[config.mk]
export PLATFORM = sky130hd
export DESIGN_NAME = serdesphy_cdr_loop_filter
export DESIGN_NICKNAME = d
export VERILOG_FILES = /design/src/rtl/serdesphy_cdr_loop_filter.sv
export SDC_FILE = /design/constraint.sdc
export NUM_CORES = 1
export LEC_CHECK = 0
export CAP_MARGIN = 20
export CORE_MARGIN = 5
export CORE_UTILIZATION = 49
export DETAILED_ROUTE_END_ITERATION = 10
export DONT_BUFFER_PORTS = 1
export PLACE_DENSITY_LB_ADDON = 0.15
export SLEW_MARGIN = 5
export SYNTH_ARGS = -nofsm -noshare
export SYNTH_HDL_FRONTEND = slang
export SYNTH_SLANG_ARGS = --single-unit
[constraint.sdc]
create_clock -name clk -period 3.3 [get_ports clk]
set_input_delay 0.33 -clock clk [delete_from_list [all_inputs] [get_ports clk]]
set_output_delay 0.33 -clock clk [all_outputs]
set_load 0.01 [all_outputs]
[src/rtl/serdesphy_cdr_loop_filter.sv]
`default_nettype none
// ============================================================================
// Module      : serdesphy_cdr_loop_filter
// Description : Bang-bang CDR loop filter. Turns early/late phase-detector
//               votes into an 8-bit VCO control code. It is a saturating
//               12-bit integrator with a proportional kick. A windowed
//               net-vote lock detector drives the IDLE/ACQUIRE/TRACK
//               sequencing, and the integrator gain drops once locked.
// Ports       : clk          - recovered-domain clock (only clock)
//               rst          - synchronous active-high reset
//               enable       - loop enable
//               vco_ready    - VCO stable flag
//               pd_valid     - phase-detector vote qualifier
//               pd_early     - clock early, request lower frequency
//               pd_late      - clock late, request higher frequency
//               cdr_control  - registered 8-bit VCO control code
//               cdr_locked   - registered lock indicator
//               cdr_rail     - registered integrator-at-limit flag
// Revision    : 1.0 - initial release
// ============================================================================
module serdesphy_cdr_loop_filter #(
    parameter int ACQ_STEP   = 16,
    parameter int TRK_STEP   = 2,
    parameter int KP         = 2,
    parameter int WIN_LEN    = 64,
    parameter int LOCK_TOL   = 4,
    parameter int UNLOCK_TOL = 16,
    parameter int LOCK_WINS  = 4
) (
    input  logic       clk,
    input  logic       rst,
    input  logic       enable,
    input  logic       vco_ready,
    input  logic       pd_valid,
    input  logic       pd_early,
    input  logic       pd_late,
    output logic [7:0] cdr_control,
    output logic       cdr_locked,
    output logic       cdr_rail
);

    localparam logic [1:0] c_st_idle    = 2'd0;
    localparam logic [1:0] c_st_acquire = 2'd1;
    localparam logic [1:0] c_st_track   = 2'd2;

    localparam int c_cnt_w  = $clog2(WIN_LEN + 1);
    localparam int c_good_w = $clog2(LOCK_WINS + 1);
    // Net-vote sum spans +/-WIN_LEN; 16 bits covers any sane window length.
    localparam int c_net_w  = 16;

    localparam logic [11:0]          c_integ_mid = 12'h800;
    localparam logic [11:0]          c_integ_max = 12'hFFF;
    localparam logic [7:0]           c_ctrl_mid  = 8'h80;
    localparam logic [c_cnt_w-1:0]   c_win_last  = c_cnt_w'(WIN_LEN - 1);
    localparam logic [c_good_w-1:0]  c_good_last = c_good_w'(LOCK_WINS - 1);
    localparam logic signed [13:0]   c_acq_step  = 14'(ACQ_STEP);
    localparam logic signed [13:0]   c_trk_step  = 14'(TRK_STEP);
    localparam logic signed [9:0]    c_kp        = 10'(KP);
    localparam logic [c_net_w-1:0]   c_lock_tol  = c_net_w'(LOCK_TOL);
    localparam logic [c_net_w-1:0]   c_unlk_tol  = c_net_w'(UNLOCK_TOL);

    logic [1:0]                 r_state;
    logic [11:0]                r_integ;
    logic [c_cnt_w-1:0]         r_win_cnt;
    logic signed [c_net_w-1:0]  r_win_net;
    logic [c_good_w-1:0]        r_good_cnt;

    logic                       w_active;
    logic                       w_valid;
    logic                       w_up;
    logic                       w_dn;
    logic signed [13:0]         w_step;
    logic signed [13:0]         w_integ_sum;
    logic [11:0]                w_integ_next;
    logic signed [9:0]          w_ctrl_sum;
    logic [7:0]                 w_ctrl_next;
    logic                       w_rail_next;
    logic signed [c_net_w-1:0]  w_net_new;
    logic [c_net_w-1:0]         w_net_abs;
    logic                       w_win_done;
    logic                       w_win_good;
    logic                       w_win_bad;

    // Votes only count while the loop is running; IDLE ignores the detector.
    assign w_active = (r_state == c_st_acquire) || (r_state == c_st_track);
    assign w_valid  = w_active & pd_valid;
    assign w_up     = w_valid & pd_late & ~pd_early;
    assign w_dn     = w_valid & pd_early & ~pd_late;

    assign w_step = (r_state == c_st_track) ? c_trk_step : c_acq_step;

    always_comb begin
        w_integ_sum = $signed({2'b00, r_integ});
        if (w_up) begin
            w_integ_sum = $signed({2'b00, r_integ}) + w_step;
        end else if (w_dn) begin
            w_integ_sum = $signed({2'b00, r_integ}) - w_step;
        end
    end

    // Clamp to the 12-bit range rather than wrap.
    always_comb begin
        w_integ_next = w_integ_sum[11:0];
        if (!w_active) begin
            w_integ_next = c_integ_mid;
        end else if (w_integ_sum < 14'sd0) begin
            w_integ_next = 12'h000;
        end else if (w_integ_sum > 14'sd4095) begin
            w_integ_next = c_integ_max;
        end
    end

    // Proportional path rides on the top 8 integrator bits.
    always_comb begin
        w_ctrl_sum = $signed({2'b00, w_integ_next[11:4]});
        if (w_up) begin
            w_ctrl_sum = $signed({2'b00, w_integ_next[11:4]}) + c_kp;
        end else if (w_dn) begin
            w_ctrl_sum = $signed({2'b00, w_integ_next[11:4]}) - c_kp;
        end
        if (w_ctrl_sum < 10'sd0) begin
            w_ctrl_next = 8'h00;
        end else if (w_ctrl_sum > 10'sd255) begin
            w_ctrl_next = 8'hFF;
        end else begin
            w_ctrl_next = w_ctrl_sum[7:0];
        end
    end

    assign w_rail_next = w_active &&
                         ((w_integ_next == 12'h000) || (w_integ_next == c_integ_max));

    // The window judgement includes the vote that closes it.
    always_comb begin
        w_net_new = r_win_net;
        if (w_up) begin
            w_net_new = r_win_net + c_net_w'(1);
        end else if (w_dn) begin
            w_net_new = r_win_net - c_net_w'(1);
        end
    end

    assign w_net_abs  = w_net_new[c_net_w-1] ? c_net_w'(-w_net_new) : c_net_w'(w_net_new);
    assign w_win_done = w_valid && (r_win_cnt == c_win_last);
    assign w_win_good = w_net_abs <= c_lock_tol;
    assign w_win_bad  = w_net_abs >  c_unlk_tol;

    always_ff @(posedge clk) begin
        if (rst || !(enable && vco_ready)) begin
            r_state     <= c_st_idle;
            r_integ     <= c_integ_mid;
            r_win_cnt   <= '0;
            r_win_net   <= '0;
            r_good_cnt  <= '0;
            cdr_control <= c_ctrl_mid;
            cdr_locked  <= 1'b0;
            cdr_rail    <= 1'b0;
        end else begin
            r_integ     <= w_integ_next;
            cdr_control <= w_ctrl_next;
            cdr_rail    <= w_rail_next;

            if (w_valid) begin
                if (w_win_done) begin
                    r_win_cnt <= '0;
                    r_win_net <= '0;
                end else begin
                    r_win_cnt <= r_win_cnt + c_cnt_w'(1);
                    r_win_net <= w_net_new;
                end
            end

            case (r_state)
                c_st_idle: begin
                    r_state <= c_st_acquire;
                end
                c_st_acquire: begin
                    if (w_win_done) begin
                        if (!w_win_good) begin
                            r_good_cnt <= '0;
                        end else if (r_good_cnt == c_good_last) begin
                            r_state    <= c_st_track;
                            r_good_cnt <= '0;
                            cdr_locked <= 1'b1;
                        end else begin
                            r_good_cnt <= r_good_cnt + c_good_w'(1);
                        end
                    end
                end
                c_st_track: begin
                    // Integrator is left untouched; only the gain changes back.
                    if (w_win_done && w_win_bad) begin
                        r_state    <= c_st_acquire;
                        r_good_cnt <= '0;
                        cdr_locked <= 1'b0;
                    end
                end
                default: begin
                    r_state    <= c_st_idle;
                    cdr_locked <= 1'b0;
                end
            endcase
        end
    end

endmodule
`default_nettype wire

==> impl_metrics.sql, run 1 <==
INSERT INTO impl_metrics (metric_group, metric, value, unit) VALUES
('run_status', 'outcome', 'complete, no violations', ''),
('setup_path', 'crit_cells', '13', ''),
('setup_path', 'path_cells', 'inv_2 > ha_4 > buf_6 > nand4b_1 > buf_4 > nor3_4 > a32o_2 > xnor2_2 > a211oi_2 > a2bb2oi_2 > or4b_1 > a21oi_2 > mux2_4', ''),
('sta', 'maxSlewViolCount', '0', ''),
('setup_path', 'slowest_stage', 'or4b_1', ''),
('setup_path', 'arrival', '3.48', 'ns'),
('drt', 'routed_via_density', '6.05', ''),
('clock_tree', 'clk_latency', '0.31', 'ns'),
('synthesis', 'synth.largest_area_cell', 'dfxtp_1', ''),
('drt', 'wl_per_cell', '16.9', 'µm'),
('setup_path', 'critPathCaptureType', 'flip-flop', ''),
('floorplan', 'design.die.area', '0.00927', 'mm²'),
('synthesis', 'ys_seq_elements', '50', ''),
('synthesis', 'yosysWarnings', '0', ''),
('setup_path', 'crit_start', 'r_state[0]', ''),
('power', 'vdd_ir_drop_max', '0.000241', 'V'),
('synthesis', 'synth-async-reset-ratio', '0', '%'),
('sta', 'max_slew_headroom_at_the_worst_pin', '62.4', '%'),
('synthesis', 'number_of_flops_mapped_to_enable_cells_by_yosys', '0', ''),
('clock_tree', 'max-clock-path-buffers', '2', ''),
('synthesis', 'synth_top_area_share', '27.4', '%'),
('floorplan', 'floorplan.rows', '31', ''),
('setup_path', 'worst-r2r-cell-count', '13', ''),
('clock_tree', 'cts.reportedPaths.clkPinSlew', '0.10', 'ns'),
('global_routing', 'grt_pass1_vias', '3417', ''),
('power', 'p_per_area', '257', 'mW/mm²'),
('sta', 'worstMarginPinSlew', '0.562', 'ns'),
('global_routing', 'grt_overflow_total', '0', ''),
('sta', 'final_report_hold_violation_count', '0', ''),
('clock_tree', 'tritoncts_clock_tree', 'built', ''),
('synthesis', 'synth.lib_cells_used.distinct', '76', ''),
('setup_path', 'worst-endpoint-required', '3.50', 'ns'),
('global_routing', 'grt_pass1_wl', '16800', 'µm'),
('setup_path', 'timing.critical_path.slowest_cell_delay', '0.55', 'ns'),
('floorplan', 'core', '0.00725', 'mm²'),
('synthesis', 'postSynthAreaPerCell', '8.04', 'µm²'),
('drt', 'route.antenna.remaining_nets', '0', ''),
('sta', 'final_cycle_utilization_of_the_critical_path', '99.3', '%'),
('drt', 'drtPass1Iterations', '4', ''),
('clock_tree', 'cts_max_level', '2', ''),
('global_routing', 'antenna_found_initial', '0', ''),
('setup_path', 'r2r_start', 'r_state[0]', ''),
('floorplan', 'floorplan.initialDensity', '50.3', '%'),
('layout', 'stdcell_count', '607', ''),
('hold_path', 'timing.hold.worst.class', 'in2reg', ''),
('sta', 'max_clk_rate', '0.305', 'GHz'),
('synthesis', 'most_used_flip_flop_cell_after_synthesis', 'dfxtp_1', ''),
('setup_path', 'crit_family', 'simple AND/OR/NAND/NOR gates', ''),
('synthesis', 'synth_top_cells_by_area', 'dfxtp_1, nor2_1, ha_1', ''),
('setup_path', 'worstPathBufferInverterCount', '3', ''),
('layout', 'number_of_antenna_repair_diodes', '0', ''),
('layout', 'drive_gt1_share', '27.2', '%'),
('clock_tree', 'numCtsBuffers', '5', ''),
('drt', 'vias', '3672', ''),
('placement', 'gp_routability_congestion', '0.932', ''),
('hold_path', 'holdCritStartpoint', 'rst', ''),
('floorplan', 'floorplan.io_pins', '17', ''),
('synthesis', 'synthCells', '454', ''),
('clock_tree', 'post_cts_hold_buffer_count', '0', ''),
('synthesis', 'synth.yosys.seq_area_share', '27.4', '%'),
('placement', 'place_inst', '590', ''),
('global_routing', 'grt_max_degree', '19', ''),
('drt', 'detail_route.iter0.violations', '219', ''),
('clock_tree', 'clock-sinks', '50', ''),
('sta', 'rsz0062_at_grt', 'yes', ''),
('global_routing', 'grt_use_total', '22.8', '%'),
('drt', 'drt_wl_total', '10300', 'µm'),
('layout', 'design.final.nets', '528', ''),
('clock_tree', 'clk_root_buffer_cell', 'clkbuf_8', ''),
('hold_path', 'min_delay_path_depth', '3', ''),
('layout', 'num-fill-cells', '675', '');
==> stage by stage <==
step / instance area, µm² / hold slack (ns) / util (%) / setup slack [ns] / TNS [ns]
2_1_floorplan: 3650 / 0.418 / - / 0.0813 / 0
3_3_place_gp: 4110 / 0.427 / 56.7 / -0.0955 / -0.117
3_5_place_dp: 4110 / 0.434 / 56.7 / -0.208 / -0.616
4_1_cts: 4290 / 0.330 / 59.1 / 0.00194 / 0
5_1_grt: 4460 / 0.349 / 61.5 / -0.116 / -0.304
6_report: 4460 / 0.340 / 61.5 / 0.0239 / 0
==> worst reg2reg max path, cell delays in order (launching register included) <==
cell       delay [ns]
dfxtp_2          0.35
inv_2            0.05
ha_4             0.29
buf_6            0.11
nand4b_1         0.17
buf_4            0.19
nor3_4           0.28
a32o_2           0.26
xnor2_2          0.09
a211oi_2         0.21
a2bb2oi_2        0.12
or4b_1           0.55
a21oi_2          0.19
mux2_4           0.32
==> kinds of logic after synthesis <==
family          Yosys count  synth area share, %
simple gates            210                 34.0
mux                       6                 1.71
flops                    50                 27.4
compound gates          106                 20.5
xor+xnor                 25                 6.00
fa+ha+maj                15                 5.07
buf+inv                  42                 5.28
==> state kept, by name, summed over array words and instances, names as in the netlist <==
register     count
r_win_cnt        7
cdr_locked       1
r_integ         12
r_win_net       16
cdr_control      8
r_good_cnt       3
r_state          2
cdr_rail         1
==> cells in the final DEF (no fill, tap or decap), types with 4 or more instances in the layout <==
cell / instances
dfxtp_1: 48
xnor2_1: 12
nand2_1: 30
and3_1: 9
and4_1: 15
or3_1: 10
nor4_1: 8
clkbuf_8: 5
nand3_1: 11
nand2b_1: 7
ha_1: 10
xor2_1: 11
o21ai_0: 14
nor4_2: 9
a22oi_1: 6
inv_1: 14
o22ai_1: 5
a21oi_1: 21
nor2_1: 51
a31o_2: 4
and2_1: 4
buf_4: 70
a31oi_1: 5
nand4_1: 11
o211a_1: 4
nor3_1: 12
==> synth_stat cells, drive strengths merged (3+ instances only) <==
library cell and count:
xnor2 14, nand4b 3, buf 14, a31oi 6, a22oi 7, nand2 30, o211a 4, dfxtp 50
nand3b 3, and4 15, o21a 3, a21o 3, or3 13, clkbuf 11, o22ai 5, nand4 11
xor2 11, inv 17, nor2b 3, nor4 19, o21ai 20, a211oi 3, nor3 14, a21oi 23
o211ai 4, or2 3, and4b 3, ha 14, and2 5, nand2b 7, or4 4, mux2i 4
a31o 4, nor2 52, and3 9, nand3 12
==> layout make-up <==
cell class,count,area (µm²),share of cell area (%)
Clock buffer,7,76.3,1.71
Clock inverter,1,30.0,0.673
Inverter,17,63.8,1.43
Multi-Input combinational cell,362,2630,58.9
Sequential cell,50,1000,22.5
Tap cell,99,124,2.78
Timing Repair Buffer,71,537,12.0
==> final timing paths <==
check	endpoint	slack, ns
min	r_integ[11]	0.34
max	r_state[0]	0.02
max reg2reg	r_state[0]	0.02
min reg2reg	r_win_cnt[6]	0.45
==> what timing repair did <==
item,CTS,global route
endpoints found under the setup margin,11,15
pin swaps,4,19
buffers inserted,3,6
resized for setup,8,30
hold endpoints to repair,0,0
==> metal layers <==
metal  global-route usage (%)  share of wire (%)  vias up
met2                     34.2                 45       99
li1                         -                  -     1808
met1                     33.5                 48     1748
met5                        0                  0        -
met4                     7.01                1.7        0
met3                     3.36                5.7       17
==> where the power goes <==
| group | internal (µW) | switching [µW] | leakage [µW] | total, µW |
|---|---|---|---|---|
| Clock | 227 | 213 | 0.0000524 | 440 |
| Sequential | 605 | 2.17 | 0.000404 | 607 |
| Combinational | 44.9 | 53.2 | 0.00126 | 98.1 |
| Total | 877 | 268 | 0.00171 | 1150 |
Note: power is estimated with default switching activity, not from simulation.
==> inputs of run 2 (changes only) <==
--- a/config.mk
+++ b/config.mk
@@ -11,5 +11,5 @@
 export DETAILED_ROUTE_END_ITERATION = 10
 export DONT_BUFFER_PORTS = 1
-export PLACE_DENSITY_LB_ADDON = 0.15
+export PLACE_DENSITY = 0.74
 export SLEW_MARGIN = 5
 export SYNTH_ARGS = -nofsm -noshare
==> constraint.sdc (replaced) <==
create_clock -name clk -period 3.3 [get_ports clk]
set_input_delay 0.66 -clock clk [delete_from_list [all_inputs] [get_ports clk]]
set_output_delay 0.66 -clock clk [all_outputs]
set_load 0.01 [all_outputs]
==> run 2 against run 1 <==
  * Via count up 1.6%
  * Non-clock buffer count down 16
  * Design area fell by 0.98%
  * Wire length shrank 0.99%
==> impl_metrics.sql, run 2 (synthesis results as in run 1) <==
INSERT INTO impl_metrics (metric_group, metric, value, unit) VALUES
('job', 'drv_cap', '0', ''),
('sta', 'max_clk_rate', '0.312', 'GHz'),
('setup_path', 'critPathCaptureType', 'flip-flop', ''),
('floorplan', 'design.die.area', '0.00927', 'mm²'),
('power', 'p_int', '818', 'µW'),
('sta', 'final.setup.tns', '0', 'ns'),
('placement', 'place.port_buffers', '0', ''),
('setup_path', 'path_cells', 'inv_1 > ha_4 > buf_4 > nand4b_1 > nor4_4 > a22oi_2 > nor3_1 > o22ai_1 > a2bb2oi_2 > or4b_4 > a21oi_4 > mux2_4', ''),
('global_routing', 'antenna_found_initial', '0', ''),
('placement', 'dpl_worst_slack', '-0.167', 'ns'),
('hold_path', 'timing.hold.worst.class', 'reg2reg', ''),
('clock_tree', 'clk_latency', '0.31', 'ns'),
('setup_path', 'start_kind', 'flip-flop', ''),
('setup_path', 'slowest_stage', 'or4b_4', ''),
('setup_path', 'criticalPathCategory', 'reg2reg', ''),
('power', 'vdd_ir_drop_max', '0.000174', 'V'),
('drt', 'route.antenna.remaining_nets', '0', ''),
('setup_path', 'worst-endpoint-required', '3.51', 'ns'),
('layout', 'max_reg_flops', '16', ''),
('power', 'p_sw_share', '25.6', '%'),
('power', 'switchingPower', '281', 'µW'),
('clock_tree', 'tritoncts_clock_tree', 'built', ''),
('global_routing', 'grt_pass1_wl', '16100', 'µm'),
('placement', 'gp_routability_congestion', '0.926', ''),
('floorplan', 'floorplan.initialDensity', '50.3', '%'),
('clock_tree', 'max-clock-path-buffers', '2', ''),
('sta', 'worstMarginPinSlew', '0.720', 'ns'),
('sta', 'final_report_hold_violation_count', '0', ''),
('sta', 'period_needed', '3.20', 'ns'),
('setup_path', 'crit_family', 'simple AND/OR/NAND/NOR gates', ''),
('sta', 'max_slew_headroom_at_the_worst_pin', '51.8', '%'),
('drt', 'drt_wl_total', '10200', 'µm'),
('layout', 'leading_cell_type_in_the_layout_fill_and_taps_excluded', 'buf_4', ''),
('layout', 'number_of_antenna_repair_diodes', '0', ''),
('power', 'leakage_power_summed_over_all_cells', '0.00167', 'µW'),
('power', 'p_per_area', '249', 'mW/mm²'),
('power', 'pwr-share-seq', '55.2', '%'),
('power', 'clkPwrFrac', '35.8', '%'),
('layout', 'highest_count_cells_in_the_layout_ignoring_fill_and_taps', 'buf_4, nor2_1, dfxtp_1, nand2_1, a21oi_1', ''),
('layout', 'regMostFlops', 'r_win_net', ''),
('clock_tree', 'cts.reportedPaths.clkPinSlew', '0.10', 'ns'),
('global_routing', 'grt_overflow_total', '0', ''),
('clock_tree', 'numCtsBuffers', '5', ''),
('setup_path', 'arrival', '3.41', 'ns'),
('drt', 'wl_per_cell', '17.2', 'µm'),
('setup_path', 'timing.critical_path.slowest_cell_delay', '0.56', 'ns'),
('drt', 'drc', '0', ''),
('global_routing', 'grt_max_degree', '16', ''),
('floorplan', 'core', '0.00725', 'mm²'),
('layout', 'reg_top3', 'r_win_net: 16 flops, r_integ: 12 flops, cdr_control: 8 flops', ''),
('global_routing', 'grt_use_total', '21.9', '%'),
('floorplan', 'floorplan.rows', '31', ''),
('sta', 'maxSlewViolCount', '0', ''),
('layout', 'flow.area_growth_from_synthesis', '21.0', '%'),
('placement', 'dp_hpwl', '7260', 'µm'),
('floorplan', 'die_w', '96.3', 'µm'),
('global_routing', 'grt_pass1_vias', '3367', ''),
('drt', 'drtPass1Iterations', '5', ''),
('sta', 'final-setup-viol-count', '0', ''),
('floorplan', 'floorplan.io_pins', '17', ''),
('clock_tree', 'clock-sinks', '50', ''),
('sta', 'final.setup_skew', '0.00787', 'ns'),
('drt', 'routed_via_density', '6.31', ''),
('drt', 'detail_route.iter0.violations', '364', ''),
('clock_tree', 'cts_max_level', '2', ''),
('clock_tree', 'clk_root_buffer_cell', 'clkbuf_8', ''),
('setup_path', 'worstPathBufferInverterCount', '2', ''),
('run_status', 'outcome', 'complete, no violations', ''),
('setup_path', 'crit_path_max_fanout', '6', ''),
('drt', 'vias', '3730', ''),
('floorplan', 'vert_die_dim', '96.3', 'µm'),
('layout', 'drive_gt1_share', '25.6', '%'),
('sta', 'final_cycle_utilization_of_the_critical_path', '97.0', '%'),
('sta', 'worst_slack', '0.0980', 'ns'),
('power', 'power.combinational.fraction', '9.1', '%'),
('layout', 'design.final.nets', '512', '');
## run 2: cell types whose count changed in the layout (fill, tap and decap cells not counted), moves of 2 or more
cell,previous run,this run
clkbuf_1,2,0
buf_4,70,53
nor4_2,9,6
nor4_4,2,5
ha_2,3,1
ha_4,1,3
or3_4,3,1
o21ai_2,3,1
or3_1,10,12
## run 2: power groups by stage
stage                     combinational (µW)  clock, µW  sequential (µW)
after global placement                  81.4          0              621
after detailed placement                83.7          0              621
after global routing                     107        422              607
after floorplan                         59.7          0              620
final                                   99.6        393              607
after CTS                               88.1        401              607
## run 2: final timing paths
check	start	end	slack [ns]	cells after the start
worst max-delay path	r_state[1]	r_state[0]	0.1	12
worst min register to register	r_win_cnt[6]	r_win_cnt[6]	0.45	2
worst min-delay path	r_win_cnt[6]	r_win_cnt[6]	0.45	2
worst max register to register	r_state[1]	r_state[0]	0.1	12
## run 2: timing repair
action / 4_1_cts / 5_1_grt
endpoints found under the hold margin: 0 / 0
resized for setup: 10 / 39
pin swaps: 5 / 26
buffers inserted: 3 / 6
gates cloned: 0 / 0
hold buffers: 0 / 0
endpoints found under the setup margin: 8 / 14
## run 2: cell type report
| class | instances | area, µm² |
|---|---|---|
| clock buffers | 6 | 82.6 |
| clock inverters | 2 | 12.5 |
| fillers | 635 | 2840 |
| inverters | 17 | 63.8 |
| multi-input cells | 362 | 2710 |
| flip-flops and latches | 50 | 1000 |
| well taps | 99 | 124 |
| repair buffers | 55 | 420 |
## run 2: tightest hold or removal path, cell delays in order, from the launching register on
cell,delay (ns)
dfxtp_1,0.33
nand2_1,0.05
nor2_1,0.03
## run 2: through the flow
step	std cells	hold WS (ns)	instance area, µm²	util [%]	power [µW]
floorplan	454	0.418	3650	-	680
CTS	585	0.450	4160	57.4	1100
finish	591	0.445	4420	60.9	1100
detailed placement	574	0.435	3990	55.0	704
global route	591	0.458	4420	60.9	1140
global placement	574	0.428	3990	55.0	702
## run 2: routing by layer
| layer | vias up | track usage (%) | share of wire, % |
|---|---|---|---|
| met5 | - | 0 | 0 |
| met4 | 0 | 7.71 | 2.3 |
| met3 | 23 | 4.38 | 7.8 |
| met2 | 156 | 35.1 | 47 |
| met1 | 1777 | 29.2 | 43 |
| li1 | 1774 | - | - |
==> inputs of run 3 (changes only) <==
SETUP_SLACK_MARGIN = 0.5   (was not set)
==> run 3 against run 2 <==
  * The flow now finishes with violations (setup timing)
  * Sequential share of layout area shrank 3.3 points
  * First-iteration DRC count grew 27%
  * Maximum frequency shrank 8.7%
  * Total power grew 4.0%
  * Critical endpoint is now r_state[1]
==> impl_metrics.sql, run 3 (synthesis results as in run 1) <==
INSERT INTO impl_metrics (metric_group, metric, value, unit) VALUES
('setup_path', 'r2r_start', 'r_state[1]', ''),
('global_routing', 'antenna_found_initial', '0', ''),
('setup_path', 'start_kind', 'flip-flop', ''),
('job', 'drv_cap', '0', ''),
('sta', 'period_needed', '3.51', 'ns'),
('hold_path', 'min_delay_path_depth', '1', ''),
('global_routing', 'grt_pass1_wl', '18100', 'µm'),
('drt', 'routed_via_density', '6.87', ''),
('global_routing', 'grt_pass1_vias', '3781', ''),
('layout', 'number_of_antenna_repair_diodes', '0', ''),
('hold_path', 'holdCritStartpoint', 'r_good_cnt[2]', ''),
('drt', 'drc', '0', ''),
('floorplan', 'floorplan.io_pins', '17', ''),
('layout', 'area_used_by_multi_input_combinational_logic', '0.00306', 'mm²'),
('clock_tree', 'clk_root_buffer_cell', 'clkbuf_8', ''),
('sta', 'final-setup-viol-count', '7', ''),
('sta', 'rsz0062_at_grt', 'yes', ''),
('layout', 'seq_area', '0.00101', 'mm²'),
('drt', 'drt_wl_total', '14000', 'µm'),
('layout', 'drive_gt1_share', '41.7', '%'),
('floorplan', 'floorplan.rows', '31', ''),
('floorplan', 'vert_die_dim', '96.3', 'µm'),
('setup_path', 'worst-endpoint-required', '3.51', 'ns'),
('setup_path', 'arrival', '3.72', 'ns'),
('clock_tree', 'max-clock-path-buffers', '2', ''),
('layout', 'max_reg_flops', '16', ''),
('sta', 'maxSlewViolCount', '0', ''),
('placement', 'gp_routability_congestion', '0.973', ''),
('drt', 'route.antenna.remaining_nets', '0', ''),
('setup_path', 'critPathCaptureType', 'flip-flop', ''),
('sta', 'max_clk_rate', '0.285', 'GHz'),
('setup_path', 'crit_path_max_fanout', '6', ''),
('floorplan', 'die_w', '96.3', 'µm'),
('setup_path', 'worst-r2r-cell-count', '17', ''),
('clock_tree', 'cts_max_level', '2', ''),
('global_routing', 'grt_max_degree', '19', ''),
('layout', 'reg_top3', 'r_win_net: 16 flops, r_integ: 12 flops, cdr_control: 8 flops', ''),
('clock_tree', 'cts.reportedPaths.clkPinSlew', '0.11', 'ns'),
('floorplan', 'design.die.area', '0.00927', 'mm²'),
('run_status', 'failing_checks', 'setup timing', ''),
('drt', 'drtPass1Iterations', '5', ''),
('clock_tree', 'numCtsBuffers', '5', ''),
('drt', 'wl_per_cell', '21.9', 'µm'),
('layout', 'design.final.nets', '559', ''),
('layout', 'leading_cell_type_in_the_layout_fill_and_taps_excluded', 'buf_4', ''),
('sta', 'worst_slack', '-0.209', 'ns'),
('layout', 'highest_count_cells_in_the_layout_ignoring_fill_and_taps', 'buf_4, nor2_1, dfxtp_1, nand2_1, buf_6', ''),
('sta', 'final_report_hold_violation_count', '0', ''),
('drt', 'vias', '4383', ''),
('power', 'vdd_ir_drop_max', '0.000232', 'V'),
('setup_path', 'criticalPathCategory', 'reg2reg', ''),
('clock_tree', 'post_cts_hold_buffer_count', '0', ''),
('placement', 'place.port_buffers', '0', ''),
('layout', 'num-fill-cells', '454', ''),
('global_routing', 'grt_overflow_total', '0', ''),
('global_routing', 'grt_use_total', '24.8', '%'),
('clock_tree', 'tritoncts_clock_tree', 'built', ''),
('setup_path', 'path_cells', 'inv_2 > ha_4 > buf_6 > nand4b_1 > buf_4 > nor3_4 > or3_4 > nand4_1 > nor4_2 > mux2i_1 > buf_4 > buf_6 > buf_6 > nor3_4 > a21oi_4 > buf_4 > o221a_1', ''),
('hold_path', 'worst_hold_path.endpoint', 'r_good_cnt[2]', ''),
('floorplan', 'core', '0.00725', 'mm²'),
('floorplan', 'floorplan.initialDensity', '50.3', '%'),
('power', 'leakage_power_summed_over_all_cells', '0.00203', 'µW'),
('layout', 'regMostFlops', 'r_win_net', ''),
('sta', 'max_slew_headroom_at_the_worst_pin', '51.2', '%'),
('setup_path', 'timing.critical_path.slowest_cell_delay', '0.37', 'ns'),
('drt', 'detail_route.iter0.violations', '463', ''),
('sta', 'worstMarginPinSlew', '0.724', 'ns'),
('setup_path', 'slowest_stage', 'dfxtp_2', ''),
('setup_path', 'worst-r2r-setup-slack', '-0.21', 'ns'),
('sta', 'final_cycle_utilization_of_the_critical_path', '106', '%'),
('sta', 'final.setup_skew', '0.0211', 'ns'),
('clock_tree', 'clock-sinks', '50', ''),
('sta', 'timing.hold.ws', '0.452', 'ns'),
('layout', 'flow.area_growth_from_synthesis', '43.3', '%'),
('power', 'p_per_area', '219', 'mW/mm²'),
('hold_path', 'timing.hold.worst.class', 'reg2reg', ''),
('placement', 'dp_hpwl', '7530', 'µm'),
('clock_tree', 'clk_latency', '0.32', 'ns'),
('run_status', 'outcome', 'complete, but fails checks', ''),
('setup_path', 'r2r-end', 'r_state[1]', ''),
('placement', 'dpl_worst_slack', '-0.0393', 'ns');
## run 3: per-stage QoR
stage / setup TNS, ns / std cells / utilization, % / power (µW) / area [µm²]
floorplan: 0 / 454 / - / 684 / 3760
global placement: 0 / 579 / 56.6 / 706 / 4100
detailed placement: -0.0658 / 579 / 56.6 / 708 / 4100
CTS: 0 / 620 / 65.1 / 1110 / 4720
global route: -1.58 / 638 / 72.1 / 1170 / 5230
finish: -1.00 / 638 / 72.1 / 1140 / 5230
## run 3: critical path: cells and delay by family (launching register included)
kind                       cells  cell delay, ns
buffers and inverters          7            0.90
and+or+nand+nor                6            1.38
muxes                          1            0.15
DFF                            1            0.37
AOI/OAI and AO/OA              2            0.27
adders and majority gates      1            0.32
## run 3: repair_timing
| action | 4_1_cts | 5_1_grt |
|---|---|---|
| pin swaps | 38 | 45 |
| resized for setup | 64 | 75 |
| setup endpoints to repair | 16 | 16 |
| endpoints found under the hold margin | 0 | 0 |
| buffers inserted | 33 | 18 |
| cloned | 0 | 0 |
## run 3: final cells by class
cell class	instances	share of cell area, %
clock buffer	5	1.32
clock inverter	3	0.503
inverter	17	1.27
multi-input combinational	362	58.5
sequential	50	19.4
tap	99	2.37
timing repair buffer	102	16.7
## run 3: report_power, final
part | switching [µW] | total (µW) | internal, µW
Sequential | 2.21 | 606 | 604
Clock | 244 | 401 | 157
Combinational | 73.8 | 136 | 61.9
Total | 320 | 1140 | 823
## run 3: worst max path at each step
stage | slack [ns] | to | cells past startpoint | from
6_report | -0.21 | r_state[1] | 17 | r_state[1]
5_1_grt | -0.29 | r_state[1] | 17 | r_state[1]
4_1_cts | 0.14 | r_state[0] | 13 | r_state[1]
3_5_place_dp | -0.04 | cdr_control[3] | 14 | r_state[0]
3_3_place_gp | 0.05 | cdr_control[1] | 14 | r_state[0]
2_1_floorplan | 0.23 | r_state[0] | 10 | pd_late
## run 3: per-layer routing
layer  vias to the layer above  track usage [%]  routed length (µm)
met2                       382             42.3                6530
met3                       100             4.14                1630
met1                      2027             31.3                4940
met5                         -                0                   0
li1                       1874                -                   -
met4                         0             9.00                 894
